## src/rtl/i2c_target_rx_if.sv

```systemverilog
// i2c_target_rx_if
//  Avalon-MM register port plus interrupt line of the I2C write-target.
//  master : CPU / fabric side (drives address, strobes, writedata)
//  slave  : i2c_target_rx side (returns readdata, irq)
//  Signals: address[1:0], chipselect, read_n, write_n, writedata[7:0],
//           readdata[7:0] (zero wait state), irq (level)
interface i2c_target_rx_if;
    logic [1:0] address;
    logic       chipselect;
    logic       read_n;
    logic       write_n;
    logic [7:0] writedata;
    logic [7:0] readdata;
    logic       irq;

    modport master (
        output address, chipselect, read_n, write_n, writedata,
        input  readdata, irq
    );

    modport slave (
        input  address, chipselect, read_n, write_n, writedata,
        output readdata, irq
    );
endinterface

```

## src/rtl/i2c_target_rx.sv

```systemverilog
// i2c_target_rx
//  Write-only I2C target. Samples SCL/SDA, detects START/STOP, matches a
//  7-bit address, ACKs by pulling SDA low and queues received bytes in a
//  small FIFO that the CPU drains over Avalon-MM. Level irq on data/overflow.
//  Ports:
//   clk, reset_n  system clock, async active-low reset
//   avl           Avalon-MM slave modport (regs: 0 DATA, 1 STATUS, 2 CTRL, 3 CLEAR)
//   scl_in/sda_in I2C pad inputs (asynchronous)
//   sda_oe        1 = pull SDA low (open-drain ACK)
module i2c_target_rx #(
    parameter logic [6:0] SLAVE_ADDR = 7'h50,
    parameter int         FIFO_AW    = 2
) (
    input  logic           clk,
    input  logic           reset_n,
    i2c_target_rx_if.slave avl,
    input  logic           scl_in,
    input  logic           sda_in,
    output logic           sda_oe
);
    localparam int DEPTH = 2 ** FIFO_AW;
    localparam int CW    = FIFO_AW + 1;

    localparam logic [2:0] S_IDLE   = 3'd0;
    localparam logic [2:0] S_ADDR   = 3'd1;
    localparam logic [2:0] S_ACK_A  = 3'd2;
    localparam logic [2:0] S_DATA   = 3'd3;
    localparam logic [2:0] S_ACK_D  = 3'd4;
    localparam logic [2:0] S_IGNORE = 3'd5;

    // ---------------- pad sampling: [1:0] synchroniser, [2] previous value
    logic [2:0] scl_p, sda_p;
    always_ff @(posedge clk or negedge reset_n) begin
        if (!reset_n) begin
            scl_p <= '0;
            sda_p <= '0;
        end else begin
            scl_p <= {scl_p[1:0], scl_in};
            sda_p <= {sda_p[1:0], sda_in};
        end
    end

    logic scl_rise, scl_fall, scl_hi, start_det, stop_det;
    assign scl_rise  =  scl_p[1] & ~scl_p[2];
    assign scl_fall  = ~scl_p[1] &  scl_p[2];
    // SCL must be high on both samples so an SDA edge racing an SCL edge
    // is not mistaken for START/STOP
    assign scl_hi    =  scl_p[1] &  scl_p[2];
    assign start_det = scl_hi &  sda_p[2] & ~sda_p[1];
    assign stop_det  = scl_hi & ~sda_p[2] &  sda_p[1];

    // ---------------- registers
    logic          enable, irq_en, overflow, stop_seen, irq_q;
    logic [2:0]    state, bit_cnt;
    logic [7:0]    shreg;
    logic          ack_drv, matched;
    logic [7:0]    mem [DEPTH];
    logic [FIFO_AW-1:0] wptr, rptr;
    logic [CW-1:0] count;

    logic [7:0] shift_byte;
    logic       full, not_empty, byte_done, push, pop, ovf_set, stop_set;
    logic       wr_en;

    assign shift_byte = {shreg[6:0], sda_p[1]};
    assign full       = (count == CW'(DEPTH));
    assign not_empty  = (count != '0);
    assign byte_done  = scl_rise & (bit_cnt == 3'd7);

    // START/STOP and disable take priority over in-byte events
    always_comb begin
        push     = 1'b0;
        ovf_set  = 1'b0;
        stop_set = 1'b0;
        if (enable && !start_det) begin
            if (stop_det) begin
                stop_set = matched;
            end else if (state == S_DATA && byte_done) begin
                push    = ~full;
                ovf_set =  full;
            end
        end
    end

    assign pop   = avl.chipselect & ~avl.read_n & (avl.address == 2'd0) & not_empty;
    assign wr_en = avl.chipselect & ~avl.write_n;

    // ---------------- FSM
    always_ff @(posedge clk or negedge reset_n) begin
        if (!reset_n) begin
            state   <= S_IDLE;
            bit_cnt <= '0;
            shreg   <= '0;
            ack_drv <= 1'b0;
            matched <= 1'b0;
            sda_oe  <= 1'b0;
        end else if (!enable) begin
            state   <= S_IDLE;
            bit_cnt <= '0;
            ack_drv <= 1'b0;
            matched <= 1'b0;
            sda_oe  <= 1'b0;
        end else if (start_det) begin
            state   <= S_ADDR;
            bit_cnt <= '0;
            ack_drv <= 1'b0;
            sda_oe  <= 1'b0;
        end else if (stop_det) begin
            state   <= S_IDLE;
            bit_cnt <= '0;
            ack_drv <= 1'b0;
            matched <= 1'b0;
            sda_oe  <= 1'b0;
        end else begin
            case (state)
                S_ADDR, S_DATA: begin
                    if (scl_rise) begin
                        shreg   <= shift_byte;
                        bit_cnt <= bit_cnt + 3'd1;
                        if (bit_cnt == 3'd7) begin
                            if (state == S_ADDR) begin
                                if (shift_byte[7:1] == SLAVE_ADDR && !shift_byte[0]) begin
                                    state   <= S_ACK_A;
                                    matched <= 1'b1;
                                end else begin
                                    state <= S_IGNORE;
                                end
                            end else begin
                                state <= full ? S_IGNORE : S_ACK_D;
                            end
                        end
                    end
                end
                // first SCL fall opens the ACK slot, second one closes it
                S_ACK_A, S_ACK_D: begin
                    if (scl_fall) begin
                        if (!ack_drv) begin
                            ack_drv <= 1'b1;
                            sda_oe  <= 1'b1;
                        end else begin
                            ack_drv <= 1'b0;
                            sda_oe  <= 1'b0;
                            bit_cnt <= '0;
                            state   <= S_DATA;
                        end
                    end
                end
                default: sda_oe <= 1'b0;
            endcase
        end
    end

    // ---------------- FIFO
    always_ff @(posedge clk or negedge reset_n) begin
        if (!reset_n) begin
            wptr  <= '0;
            rptr  <= '0;
            count <= '0;
            for (int i = 0; i < DEPTH; i++) mem[i] <= '0;
        end else begin
            if (push) begin
                mem[wptr] <= shift_byte;
                wptr      <= wptr + 1'b1;
            end
            if (pop) rptr <= rptr + 1'b1;
            case ({push, pop})
                2'b10:   count <= count + 1'b1;
                2'b01:   count <= count - 1'b1;
                default: count <= count;
            endcase
        end
    end

    // ---------------- control / flags / irq
    always_ff @(posedge clk or negedge reset_n) begin
        if (!reset_n) begin
            enable    <= 1'b0;
            irq_en    <= 1'b0;
            overflow  <= 1'b0;
            stop_seen <= 1'b0;
            irq_q     <= 1'b0;
        end else begin
            if (wr_en && avl.address == 2'd2) begin
                enable <= avl.writedata[0];
                irq_en <= avl.writedata[1];
            end
            // a clear racing a new event loses, so the event is never dropped
            if (wr_en && avl.address == 2'd3) begin
                if (avl.writedata[0]) overflow  <= 1'b0;
                if (avl.writedata[1]) stop_seen <= 1'b0;
            end
            if (ovf_set)  overflow  <= 1'b1;
            if (stop_set) stop_seen <= 1'b1;
            irq_q <= irq_en & (not_empty | overflow);
        end
    end

    assign avl.irq = irq_q;

    // ---------------- read mux (combinational, zero wait state)
    logic [7:0] rdata;
    always_comb begin
        rdata = 8'h00;
        case (avl.address)
            2'd0:    rdata = not_empty ? mem[rptr] : 8'h00;
            2'd1:    rdata = {4'(count), overflow, stop_seen, full, not_empty};
            2'd2:    rdata = {6'b0, irq_en, enable};
            default: rdata = 8'h00;
        endcase
    end
    assign avl.readdata = rdata;

    logic unused_wd;
    assign unused_wd = ^avl.writedata[7:2];
endmodule

```

## src/flat_wrapper.sv

```systemverilog
// flat-port wrapper written by rule: the top's interface ports become plain ports
module i2c_target_rx_flat 
#(
    parameter logic [6:0] SLAVE_ADDR = 7'h50,
    parameter int         FIFO_AW    = 2
)
  (clk, reset_n, scl_in, sda_in, sda_oe, avl_address, avl_chipselect, avl_read_n, avl_write_n, avl_writedata, avl_readdata, avl_irq);
  i2c_target_rx_if avl_i ();
  input  logic clk;
  input  logic reset_n;
  input  logic scl_in;
  input  logic sda_in;
  output logic sda_oe;
  input wire logic [$bits(avl_i.address)-1:0] avl_address;
  input wire logic [$bits(avl_i.chipselect)-1:0] avl_chipselect;
  input wire logic [$bits(avl_i.read_n)-1:0] avl_read_n;
  input wire logic [$bits(avl_i.write_n)-1:0] avl_write_n;
  input wire logic [$bits(avl_i.writedata)-1:0] avl_writedata;
  output wire logic [$bits(avl_i.readdata)-1:0] avl_readdata;
  output wire logic [$bits(avl_i.irq)-1:0] avl_irq;
  assign avl_i.address = avl_address;
  assign avl_i.chipselect = avl_chipselect;
  assign avl_i.read_n = avl_read_n;
  assign avl_i.write_n = avl_write_n;
  assign avl_i.writedata = avl_writedata;
  assign avl_readdata = avl_i.readdata;
  assign avl_irq = avl_i.irq;
  i2c_target_rx #(.SLAVE_ADDR(SLAVE_ADDR), .FIFO_AW(FIFO_AW)) u_core (.clk(clk), .reset_n(reset_n), .avl(avl_i), .scl_in(scl_in), .sda_in(sda_in), .sda_oe(sda_oe));
endmodule
```

## config.mk

```make
export PLATFORM = sky130hd
export DESIGN_NAME = i2c_target_rx_flat
export DESIGN_NICKNAME = d
export VERILOG_FILES = /design/src/rtl/i2c_target_rx_if.sv /design/src/rtl/i2c_target_rx.sv /design/src/flat_wrapper.sv
export SDC_FILE = /design/constraint.sdc
export NUM_CORES = 1
export LEC_CHECK = 0
export CAP_MARGIN = 20
export CORE_MARGIN = 5
export CORE_UTILIZATION = 62
export DETAILED_ROUTE_END_ITERATION = 8
export PLACE_DENSITY = 0.87
export SYNTH_ARGS = -nofsm -noshare
export SYNTH_HDL_FRONTEND = slang
export SYNTH_SLANG_ARGS = --single-unit
export TNS_END_PERCENT = 5
```

## constraint.sdc

```tcl
create_clock -name clk -period 6.11 [get_ports clk]
set_clock_uncertainty 0.1 [all_clocks]
set_input_delay 1.5275 -clock clk [delete_from_list [all_inputs] [get_ports clk]]
set_output_delay 1.5275 -clock clk [all_outputs]
set_load 0.03 [all_outputs]
```

After elaboration in Yosys (flattened, before gate mapping)
Cells that the tools add are included.
{"block": "classes", "add_sub_neg": 5, "magnitude_cmp": 3, "eq_ne": 26, "n_mux": 59, "bitwise": 25, "n_reduce_logical": 25}
{"op": "two-way mux 3 bit", "count": 15}
{"op": "bitwise mux 32 bit", "count": 1}
{"op": "two-way mux 1 bit", "count": 32}
{"op": "two-way mux 8 bit", "count": 4}
{"op": "one-hot mux 8 bit (3 select lines)", "count": 1}
{"op": "one-hot mux 3 bit (2 select lines)", "count": 3}
{"op": "binary-select mux 8 bit (select 2 bit)", "count": 1}
{"op": "demux 8 bit (select 2 bit)", "count": 1}
{"op": "inequality test 5 x 3 -> 1 bit (second input constant)", "count": 3}
{"op": "bitwise AND 1 bit", "count": 13}
{"op": "inequality test 3 x 2 -> 1 bit (second input constant)", "count": 4}
{"op": "inequality test 5 x 2 -> 1 bit (second input constant)", "count": 2}
{"op": "AND reduction 5 bit", "count": 2}
{"op": "nonzero test 2 bit", "count": 5}
{"op": "== test 3 bit (second input constant)", "count": 3}
{"op": "NOT 1 bit", "count": 9}
{"op": "inequality test 4 x 2 -> 1 bit (second input constant)", "count": 2}
{"op": "AND reduction 2 bit", "count": 4}
{"op": "== test 7 bit (second input constant)", "count": 1}
{"op": "adder 3 x 1 -> 3 bit (second input constant)", "count": 2}
{"op": "== test 2 bit (second input constant)", "count": 3}
{"op": "== test 3 x 2 -> 1 bit (second input constant)", "count": 2}
{"op": ">= comparator 3 bit (second input constant)", "count": 2}
{"op": "logical AND 1 bit", "count": 6}
{"op": "17 further kinds", "count": 22}
{"block": "word_totals", "reg_bits": 66, "output_inout_bits": 10, "elab_cells": 163}

Logic depth before layout (Yosys ltp)
{"block": "logic_depth", "word_depth": 10, "ltp_mapped": 10, "depth_no_buf": 10}

Worst setup path after synthesis
Ideal clock, no wire load.
{"block": "synth_path", "path_type": "input -> output", "from": "input port avl_address[0]", "to": "output port avl_readdata[7]", "t_arrival_ps": 2795, "required_ps": 4482, "slack_ps": 1688, "path_stages": 2, "path_buffers": 1, "path_cell_list": "clkbuf_1 -> nor4b_1"}
{"block": "synth_between", "elab_chain_cells": 2, "word_cells_on_any_way": 4, "classes_between": "eq/ne (2); mux (1); reduce/logical (1)"}
{"item": "start, declared", "line_no": "flat_wrapper.sv:14", "text": "input wire logic [$bits(avl_i.address)-1:0] avl_address;"}
{"item": "== test 2 bit (tied with other cells)", "line_no": "i2c_target_rx.sv:204", "text": "case (avl.address)"}
{"item": "one-hot mux 8 bit (3 select lines) (*)", "line_no": "i2c_target_rx.sv:204"}
{"item": "end, declared", "line_no": "flat_wrapper.sv:19", "text": "output wire logic [$bits(avl_i.readdata)-1:0] avl_readdata;"}
Mark *: on every way between the ends. The rest lies on a longest branch, timed or not.

Worst setup path in the final report
{"block": "layout_path", "from": "input port avl_address[0]", "to": "output port avl_readdata[5]"}
The elaborated chain is that of the path after synthesis.

==> metrics.csv <==
stage,metric,value,unit
worst_setup_path,path_class,input pin to output port,
layout,fill_cells,321,
sta,finalHoldViolCount,0,
power_and_ir_drop,clock_power_share,0.294,
sta,setup_violations,0,
floorplanning,rows,26,
clock_network,clock-sinks,66,
grt,grt-ovfl-total,0,
worst_setup_path,startpoint_type,input pin,
yosys,ys_types,48,
worst_setup_path,worst_path_largest_cell_delay,0.70,ns
yosys,synth.avg_cell_area,13.3,µm²
worst_setup_path,crit_family,buffers and inverters,
floorplanning,die_h,81.7,µm
placed_design,dp.cells,322,
placed_design,gp_congestion,0.778,
yosys,synth_edf_count,0,
drt,drt-initial-drc-count,168,
drt,viasPerCell,5.94,
sta,period_share,0.832,
floorplanning,core,5040,µm²
layout,ff_latch_area,1650,µm²
worst_setup_path,cpMaxStageDelayCell,clkdlybuf4s50_1,
yosys,synthTopCellsByArea,"dfrtp_1 52%, mux2_2 14%, mux4_2 5.7%, ha_1 2.7%, nor3_4 2.0%",
drt,drc,0,
worst_setup_path,cp.arrival,3.46,ns
clock_network,ctsLongestPathBuffers,2,
grt,grt_pass1_wl,10100,µm
drt,antenna_left,0,
sta,tns,0,ns
sta,max_freq,197,MHz
grt,grt_max_degree,67,
power_and_ir_drop,p_comb_frac,0.176,
drt,detail_route.wl_per_cell,18.0,µm
yosys,synth_top_area_share,0.518,
sta,rsz0062_at_grt,no,
drt,routed_wl,6030,µm
yosys,synth_seq_cells,66,
power_and_ir_drop,internal_power,0.715,mW
outcome,status,completed,
layout,final_cells,336,
clock_network,cts-root-buf,clkbuf_8,
layout,utilization,0.712,
worst_setup_path,end_kind,output port,
power_and_ir_drop,cellLeakagePower,1.68,nW
placed_design,io_buffer_count,20,
worst_setup_path,critPathMaxFanout,13,
power_and_ir_drop,ir_drop,183,µV
grt,antenna_found_initial,0,
clock_network,insertion_delay,0.34,ns
sta,fin_crit,5.08,ns
worst_setup_path,path_cells,clkdlybuf4s50_1 > nor2_1 > a22oi_1 > nor2_1 > clkdlybuf4s50_1,
power_and_ir_drop,seqPwrFrac,0.530,
yosys,synth_top_area_cell,dfrtp_1,
layout,final_nets,288,
layout,syn_to_final_growth,12.7,%
layout,final_cell_mix,"66 x dfrtp_1, 41 x mux2_2, 19 x clkdlybuf4s50_1, 13 x nand2_1",
floorplanning,fp.dieArea,6670,µm²
yosys,syn_inst,240,
sta,slew_headroom,0.462,
clock_network,htreeDepth,3,
clock_network,cts_tree,built,
worst_setup_path,path_buf_inv,2,
yosys,ys_async_sr_fraction,1.00,
yosys,yosysSeqAreaShare,0.518,
layout,multiInputGateArea,1450,µm²
min_path,hold_class,flop to flop,
clock_network,post_cts_buffers,0,
clock_network,cts_buffers,9,
layout,mostFrequentLayoutCell,dfrtp_1,
yosys,ys_warn_count,0,
drt,drt_first_pass_iters,4,
layout,final_area,3590,µm²
floorplanning,die_x,81.7,µm
power_and_ir_drop,p_per_area,286,nW/µm²
power_and_ir_drop,switching_share,0.305,
clock_network,ctsResizeCount,0,
clock_network,hold_buffers,0,
worst_setup_path,cp.required,4.48,ns
sta,tightest_slew,0.806,ns
grt,track_usage,0.207,
placed_design,hpwlAfterDp,4160,µm
yosys,ys_dominant_reg_cell,dfrtp_1,
power_and_ir_drop,p_switching,0.313,mW
flow_run,maxCapViolCount,0,
yosys,syn_nets,265,
grt,grt_pass1_vias,2057,
yosys,synth_area,3190,µm²
layout,drive_gt1_frac,0.278,
floorplanning,start_util,0.632,
floorplanning,ioPinCount,27,
drt,vias,1995,
layout,n_antenna_cell,0,
sta,finalMaxSlewViolations,0,
placed_design,post_dp_cell_area,3430,µm²
clock_network,clk_pin_slew_worst_paths,0.06,ns
==> cells in the mapped netlist, drive strengths merged, types with 2 or more instances <==
cell / count
clkbuf: 3
a21oi: 2
o31ai: 3
o21ai: 5
and4b: 2
mux2: 43
mux4: 8
nor2: 10
nor3b: 2
nand2: 13
xnor2: 5
a22o: 2
buf: 6
ha: 7
inv: 10
nor4: 2
nand4: 3
xor2: 3
and3: 3
o2bb2ai: 2
a22oi: 8
nand3b: 2
dfrtp: 66
or3b: 2
nand3: 2
nor3: 8
==> power by group through the flow <==
| stage | registers, mW | clock network, mW | logic (mW) |
|---|---|---|---|
| final | 0.545 | 0.303 | 0.181 |
| after detailed placement | 0.553 | 0 | 0.180 |
| after floorplan | 0.507 | 0 | 0.165 |
| after CTS | 0.545 | 0.310 | 0.182 |
| after global routing | 0.555 | 0.329 | 0.200 |
| after global placement | 0.553 | 0 | 0.175 |
==> layout make-up <==
class,count,area share
clock buffers,11,0.0394
flip-flops and latches,66,0.460
clock inverters,3,0.00488
inverters,11,0.0115
repair buffers,21,0.0564
multi-input cells,154,0.403
well taps,70,0.0244
==> final timing paths <==
| path | from | endpoint | slack, ns | depth (start not counted) |
|---|---|---|---|---|
| max in group asynchronous | reset_n | u_core.shreg[4]$_DFFE_PN0P_ | 4.13 | 2 |
| max | avl_address[0] | avl_readdata[5] | 1.03 | 5 |
| min reg2reg | u_core.sda_p[0]$_DFF_PN0_ | u_core.sda_p[1]$_DFF_PN0_ | 0.26 | 0 |
| min | u_core.sda_p[0]$_DFF_PN0_ | u_core.sda_p[1]$_DFF_PN0_ | 0.26 | 0 |
| min in group asynchronous | reset_n | u_core.sda_p[0]$_DFF_PN0_ | 1.26 | 2 |
| max reg2reg | u_core.count[0]$_DFFE_PN0P_ | u_core.count[2]$_DFFE_PN0P_ | 3.57 | 8 |
==> worst register-to-register path, cell delays in order, from the launching register on <==
cell	delay, ns
dfrtp_1	0.46
nor3_1	0.13
nor4_1	0.64
ha_1	0.30
inv_1	0.06
fa_1	0.37
xor2_1	0.15
nor2_1	0.11
xor2_1	0.15
==> state kept, by name, summed over array words and instances (netlist names), 2 cells and up <==
| register | flops |
|---|---|
| u_core.mem | 32 |
| u_core.bit_cnt | 3 |
| u_core.rptr | 2 |
| u_core.scl_p | 3 |
| u_core.shreg | 7 |
| u_core.count | 3 |
| u_core.sda_p | 3 |
| u_core.state | 3 |
| u_core.wptr | 2 |
==> cell families after synthesis <==
group                    Yosys count  synth area share
flip-flops                        66             0.518
AND/OR/NAND/NOR                   57             0.120
multiplexers                      52             0.212
AO/OA/AOI/OAI                     29            0.0672
buffers and inverters             20            0.0267
XOR/XNOR                           8            0.0220
adder cells (fa/ha/maj)            8            0.0338
==> stage by stage <==
step	hold slack (ns)	worst slack (ns)	power (mW)
after floorplan	0.231	1.69	0.672
after global placement	0.235	1.07	0.728
after detailed placement	0.250	1.04	0.733
after CTS	0.265	1.01	1.04
after global routing	0.273	0.881	1.08
final	0.261	1.03	1.03
==> per-layer routing <==
layer	vias to the layer above	share of wire	GRT usage	wire length [µm]
li1	922	-	-	-
met1	1018	0.46	0.277	2760
met2	46	0.47	0.323	2850
met3	9	0.052	0.0581	314
met4	0	0.018	0.0797	106
met5	-	0	0	0
Power figures use the tool's default switching activity.
